**config.mk**
```make
export PLATFORM = sky130hd
export DESIGN_NAME = aes_shift_rows_pipe
export DESIGN_NICKNAME = d
export VERILOG_FILES = /design/src/rtl/aes_shift_rows_pipe.sv
export SDC_FILE = /design/constraint.sdc
export NUM_CORES = 1
export LEC_CHECK = 0
export ABC_AREA = 1
export CORE_MARGIN = 5
export CORE_UTILIZATION = 51
export CTS_BUF_LIST = sky130_fd_sc_hd__clkbuf_16
export DETAILED_ROUTE_END_ITERATION = 6
export PLACE_DENSITY = 0.8
export SYNTH_ARGS = -nofsm -noshare
export SYNTH_HDL_FRONTEND = slang
export SYNTH_SLANG_ARGS = --single-unit
```
**constraint.sdc**
```tcl
create_clock -name clk -period 1.8 [get_ports clk]
set_input_delay 0.27 -clock clk [delete_from_list [all_inputs] [get_ports clk]]
set_output_delay 0.27 -clock clk [all_outputs]
set_load 0.02 [all_outputs]
```
**src/rtl/aes_shift_rows_pipe.sv**
```systemverilog
// aes_shift_rows_pipe
//   ShiftRows / InvShiftRows stage for Rijndael states of NB = 4, 6 or 8
//   columns. The direction is chosen per block. The result is held in a
//   2-entry output FIFO that has valid/ready handshakes on both sides.
//
// Ports
//   clk, rst_n           clock, async active-low reset
//   clr                  synchronous flush of the FIFO and the block counter
//   in_valid/in_ready    input handshake
//   in_inv               0 = ShiftRows, 1 = InvShiftRows (taken with the block)
//   in_state             byte (c,r) at bits [8*(4c+r) +: 8]
//   out_valid/out_ready  output handshake
//   out_state, out_inv   head entry: shifted state and echoed direction
//   blk_cnt              blocks accepted since reset/clr, wraps at 2^CNT_W
module aes_shift_rows_pipe #(
  parameter int NB    = 4,
  parameter int CNT_W = 16
) (
  input  logic              clk,
  input  logic              rst_n,
  input  logic              clr,
  input  logic              in_valid,
  output logic              in_ready,
  input  logic              in_inv,
  input  logic [32*NB-1:0]  in_state,
  output logic              out_valid,
  input  logic              out_ready,
  output logic [32*NB-1:0]  out_state,
  output logic              out_inv,
  output logic [CNT_W-1:0]  blk_cnt
);

  localparam int W = 32 * NB;

  if (NB != 4 && NB != 6 && NB != 8) begin : g_bad_nb
    $error("aes_shift_rows_pipe: NB must be 4, 6 or 8");
  end

  // Row offsets: 0,1,2,3 for NB 4/6; 0,1,3,4 for NB 8.
  function automatic int shift_of(input int r);
    if (NB == 8 && r >= 2) return r + 1;
    return r;
  endfunction

  logic [W-1:0] fwd_state;
  logic [W-1:0] inv_state;
  logic [W-1:0] shifted;

  // Both permutations are fixed wiring; only the final select costs logic.
  for (genvar c = 0; c < NB; c++) begin : g_col
    for (genvar r = 0; r < 4; r++) begin : g_row
      localparam int S    = shift_of(r);
      localparam int SRCF = (c + S) % NB;
      localparam int SRCI = (c - S + NB) % NB;
      assign fwd_state[8*(4*c+r) +: 8] = in_state[8*(4*SRCF+r) +: 8];
      assign inv_state[8*(4*c+r) +: 8] = in_state[8*(4*SRCI+r) +: 8];
    end
  end

  assign shifted = in_inv ? inv_state : fwd_state;

  logic [W-1:0] mem_state [2];
  logic         mem_inv   [2];
  logic [1:0]   count;
  logic         wr_ptr;
  logic         rd_ptr;
  logic         push;
  logic         pop;

  // in_ready depends only on state and clr, so out_ready has no
  // combinational path to it. A full FIFO cannot take a block in a pop cycle.
  assign in_ready  = (count != 2'd2) && !clr;
  assign out_valid = (count != 2'd0);
  assign push      = in_valid && in_ready;
  assign pop       = out_valid && out_ready;
  assign out_state = mem_state[rd_ptr];
  assign out_inv   = mem_inv[rd_ptr];

  always_ff @(posedge clk or negedge rst_n) begin
    if (!rst_n) begin
      count   <= 2'd0;
      wr_ptr  <= 1'b0;
      rd_ptr  <= 1'b0;
      blk_cnt <= '0;
      for (int i = 0; i < 2; i++) begin
        mem_state[i] <= '0;
        mem_inv[i]   <= 1'b0;
      end
    end else if (clr) begin
      // Entries are left in place. The consumer still completes a pop that
      // happens in this cycle, and the head is stable until the next push.
      count   <= 2'd0;
      wr_ptr  <= 1'b0;
      rd_ptr  <= 1'b0;
      blk_cnt <= '0;
    end else begin
      if (push) begin
        mem_state[wr_ptr] <= shifted;
        mem_inv[wr_ptr]   <= in_inv;
        wr_ptr            <= ~wr_ptr;
        blk_cnt           <= blk_cnt + CNT_W'(1);
      end
      if (pop) begin
        rd_ptr <= ~rd_ptr;
      end
      case ({push, pop})
        2'b10:   count <= count + 2'd1;
        2'b01:   count <= count - 2'd1;
        default: count <= count;
      endcase
    end
  end

endmodule

```
[After elaboration in Yosys (flattened, before gate mapping)]
Cells that the tools add are included.
Word-level totals
  flip-flop bits (word level): 278
  bits of input ports: 134
  logic and storage cells: 53
Cells by class
  add/subtract/negate cells: 3
  bitwise operators: 5
  multiplexer cells: 21
  reductions and logical operators: 10
  order comparisons: 3
  equal/unequal tests: 3
Operators by type and width (number)
  $mux W128: 5
  $bwmux W256: 1
  $demux W128 S1: 1
  $mux W16: 2
  $add A16 B1 Y16 const B: 1
  $mux W1: 8
  $reduce_bool A2 Y1: 3
  $ge A2 B2 Y1 const B: 2
  $logic_and A1 B1 Y1: 4
  $not A1 Y2: 2
  $pmux W2 S2: 1
  $not A1 Y1: 3
  $reduce_bool A3 Y1: 1
  $add A2 B1 Y2 const B: 1
  $bwmux W2: 1
  $eq A2 B1 Y1 const B: 1
  $eq A2 B2 Y1 const B: 1
  $lt A2 B1 Y1 const B: 1
  $mux W2: 1
  $ne A2 B2 Y1 const B: 1
  $reduce_and A2 Y1: 1
  $sub A2 B1 Y2 const B: 1
  $demux W1 S1: 1
  $logic_not A1 Y1: 1

[Logic depth before layout (Yosys ltp)]
  depth in word-level cells: 6
  gate-level depth with buffers: 10
  gate-level depth less buffers: 9

[Worst setup path after synthesis]
Ideal clock, no wire load.
  kind: flip-flop to output port
  start: reg rd_ptr
  end: out out_state[100]
  arrival time: 1317 ps
  path slack: 213 ps
  path buffers: 3
  required time: 1530 ps
  cell stages (with the launch flop): 7
  path through: dfrtp_1 > buf_2 > inv_1 > buf_2 > buf_1 > nand2_1 > nand2_1
On the way
  word-level cells in the longest chain between the ends: 4
Ends and longest elaborated chain
  from (decl): line 66  | logic rd_ptr;
  from (signal assigned): line 104  | rd_ptr <= ~rd_ptr;
  $not A1 Y2 (implied by the code): line 76  | assign out_state = mem_state[rd_ptr];
  $mux W128 (implied by the code) (3 in a row): line 76
  to (decl): line 28  | output logic [32*NB-1:0] out_state,
Every way passes these cells. The select of a mux whose other input is x is not followed.

[Final worst setup path]
  start: reg rd_ptr
  end: out out_state[127]
Same word-level chain as after synthesis.

==> run summary <==
Outcome -> finished, violations left
Failing checks -> negative setup slack
Core area -> 25000 sq um
Crit path max fanout -> 13
Largest net degree at the start of global routing -> 79
CTS Buffer Depth -> 3
Final Util -> 72.3%
CP endpoint kind -> primary output
Most frequent cell after synthesis -> nand2_1
Max Cap Viol -> 0
First drt pass iteration count -> 7
Port-buffer cells -> 280
Die area -> 28600 sq um
Design area -> 18100 sq um
CP Launch Type -> flip-flop
Share of the synthesized area in the top cell type -> 53.9%
Peak Freq -> 475 MHz
Period utilization -> 117%
Final setup fails -> 129
Detailed Route Iter0 Violations -> 1116
Initial Util -> 51.5%
Root Driver -> clkbuf_16
Distinct cell type count after synthesis -> 24
DIE WIDTH -> 169 microns
Number of flops mapped to enable cells by yosys -> 0
WL/cell -> 16.9 microns
Mapped Nets -> 1840
Synth Cell Area -> 12900 sq um
Row count -> 58
Cell taking the most area after synthesis -> dfrtp_1
Synth Area per Inst -> 7.57 sq um
Hold Path Sink -> mem_state[253]$_DFFE_PN0P_
Top post-synthesis cells by area -> dfrtp_1 54%, nand2_1 22%, o21ai_0 8.6%
Global placement routability congestion -> 0.873
Worst-path clk slew -> 60 ps
Sequential area share after synthesis -> 53.9%
Worst r2r dst -> mem_state[105]$_DFFE_PN0P_
Post-route minimum period -> 2100 ps
Area growth syn-to-layout -> 40.3%
Reg2reg setup slack -> 210 ps
RSZ-0062 raised after global routing -> true
Post-synth ARST share -> 100%
Grt total ovfl -> 0
WS Path Type -> reg -> out
Least-Margin Pin Slew -> 520 ps
Slew headroom -> 64.9%
Initial antenna violation count -> 3
Antenna Nets Post-Route -> 0
R2r worst-path depth -> 7
Cell Area, Placed -> 16400 sq um
DRC -> 0
Synth cell count leaders -> 750 x nand2_1, 278 x dfrtp_1, 221 x o21ai_0
Via/cell ratio -> 5.28
Final Max Tran Viols -> 0
Worst Clk Skew -> 7.87 ps
Htree depth -> 1
Total CTS buffers -> 30
Ports -> 281
Final setup margin -> -305 ps
Peak VDD IR -> 0.00112 V
Vias in the first global route -> 12200
Share of layout cells above drive strength 1 -> 17.2%
Worst hold start -> in_inv
Worst Path Arrival -> 1830 ps
Worst min path class -> in -> reg
Die height -> 169 microns
WL final -> 39700 microns
Latest clock arrival within the worst-skew pair -> 540 ps
Final Hold Vio Count -> 0
#FFs+latches synth -> 278
CTS tree -> done
Reg2reg start -> count[0]$_DFFE_PN0P_
Hold-critical path depth -> 4
Fin nets -> 2121
Synth Flop Type -> dfrtp_1
DR vias -> 12400
Fill count -> 1822
Total GRT Usage -> 26.0%
Pleak -> 9.52 nW
First-pass GRT wire length -> 61000 microns
Setup TNS -> -26580 ps
Ys Warns -> 0
Power Dens Cells -> 1620 nW/um^2
CP required -> 1530 ps
CTS sink cnt -> 278
Mapped Cells -> 1705
DPL Wire Length -> 25200 microns
## per-layer routing
layer	vias to the layer above	track usage, %	share of wire (%)
li1	5851	-	-
met1	5885	33.4	40
met2	533	44.5	50
met3	112	3.78	6.5
met4	0	10.3	3.7
met5	-	0	0
## power by group
group          leakage (nW)  switching [mW]  internal (mW)  total, mW
Sequential             3.51            1.60           9.04       10.6
Clock                 0.487            2.42           3.22       5.64
Combinational          5.53            7.56           5.46       13.0
## per-stage QoR
stage	instances	hold WS (ps)	setup WS, ps	power, mW
floorplan	1705	-25.6	213	16.5
global placement	2267	248	-290	21.9
detailed placement	2267	251	-271	22.3
CTS	2332	174	-318	28.5
global route	2343	210	-347	31.0
finish	2343	190	-305	29.3
## layout make-up
class	count	area, sq um	share of cell area, %
Antenna cell	3	7.51	0.0415
Clock inverter	25	126	0.698
Timing Repair Buffer	349	3740	20.6
Tap cell	330	413	2.28
Sequential cell	278	6960	38.4
Clock buffer	31	776	4.28
Multi-Input combinational cell	1142	5380	29.7
Inverter	185	709	3.92
## logic make-up after synthesis
kind of cell / after synthesis / share of synthesized area (%)
DFF: 278 / 53.9
and+or+nand+nor: 798 / 23.6
AOI/OAI and AO/OA: 343 / 13.4
adders and majority gates: 1 / 0.0969
buffers and inverters: 285 / 9.00
## critical path, stage by stage, from the launching register on
cell	delay [ps]
dfrtp_4	550
buf_12	190
clkbuf_16	210
o21ai_4	200
buf_6	140
## how the worst max path moves through the flow
stage                                   from              to  slack (ps)
after global placement    rd_ptr$_DFFE_PN0P_   out_state[26]        -290
after CTS                 rd_ptr$_DFFE_PN0P_  out_state[109]        -320
after global routing      rd_ptr$_DFFE_PN0P_   out_state[26]        -350
after floorplan           rd_ptr$_DFFE_PN0P_  out_state[100]         210
after detailed placement  rd_ptr$_DFFE_PN0P_   out_state[26]        -270
final                     rd_ptr$_DFFE_PN0P_  out_state[127]        -300
## what timing repair did
| action | in CTS | in global routing |
|---|---|---|
| resized for setup | 796 | 139 |
| buffers inserted | 5 | 3 |
| pin swaps | 9 | 1 |
| setup endpoints to repair | 147 | 148 |
| gates cloned | 3 | 6 |
| endpoints found under the hold margin | 50 | 0 |
| hold buffers | 1 | 0 |
## state kept, by name, indices dropped and copies added (netlist names)
register / flops
mem_inv: 2
mem_state: 256
rd_ptr: 1
count: 2
wr_ptr: 1
blk_cnt: 16
## layout by cell type (no fill, tap or decap), types with 5 or more instances in the layout
| master | count |
|---|---|
| buf_12 | 30 |
| nand2_1 | 711 |
| clkinv_1 | 8 |
| clkinv_2 | 5 |
| o21ai_1 | 118 |
| o21ai_2 | 30 |
| clkdlybuf4s50_1 | 131 |
| nand2_2 | 24 |
| a21oi_1 | 8 |
| o21ai_4 | 26 |
| dlymetal6s2s_1 | 17 |
| buf_2 | 47 |
| clkbuf_16 | 37 |
| inv_1 | 189 |
| buf_4 | 45 |
| o21ai_0 | 158 |
| dfrtp_1 | 277 |
| nor2_1 | 23 |
| nand3_1 | 13 |
| nand2_4 | 15 |
| buf_6 | 63 |
Note: power is estimated with default switching activity, not from simulation.
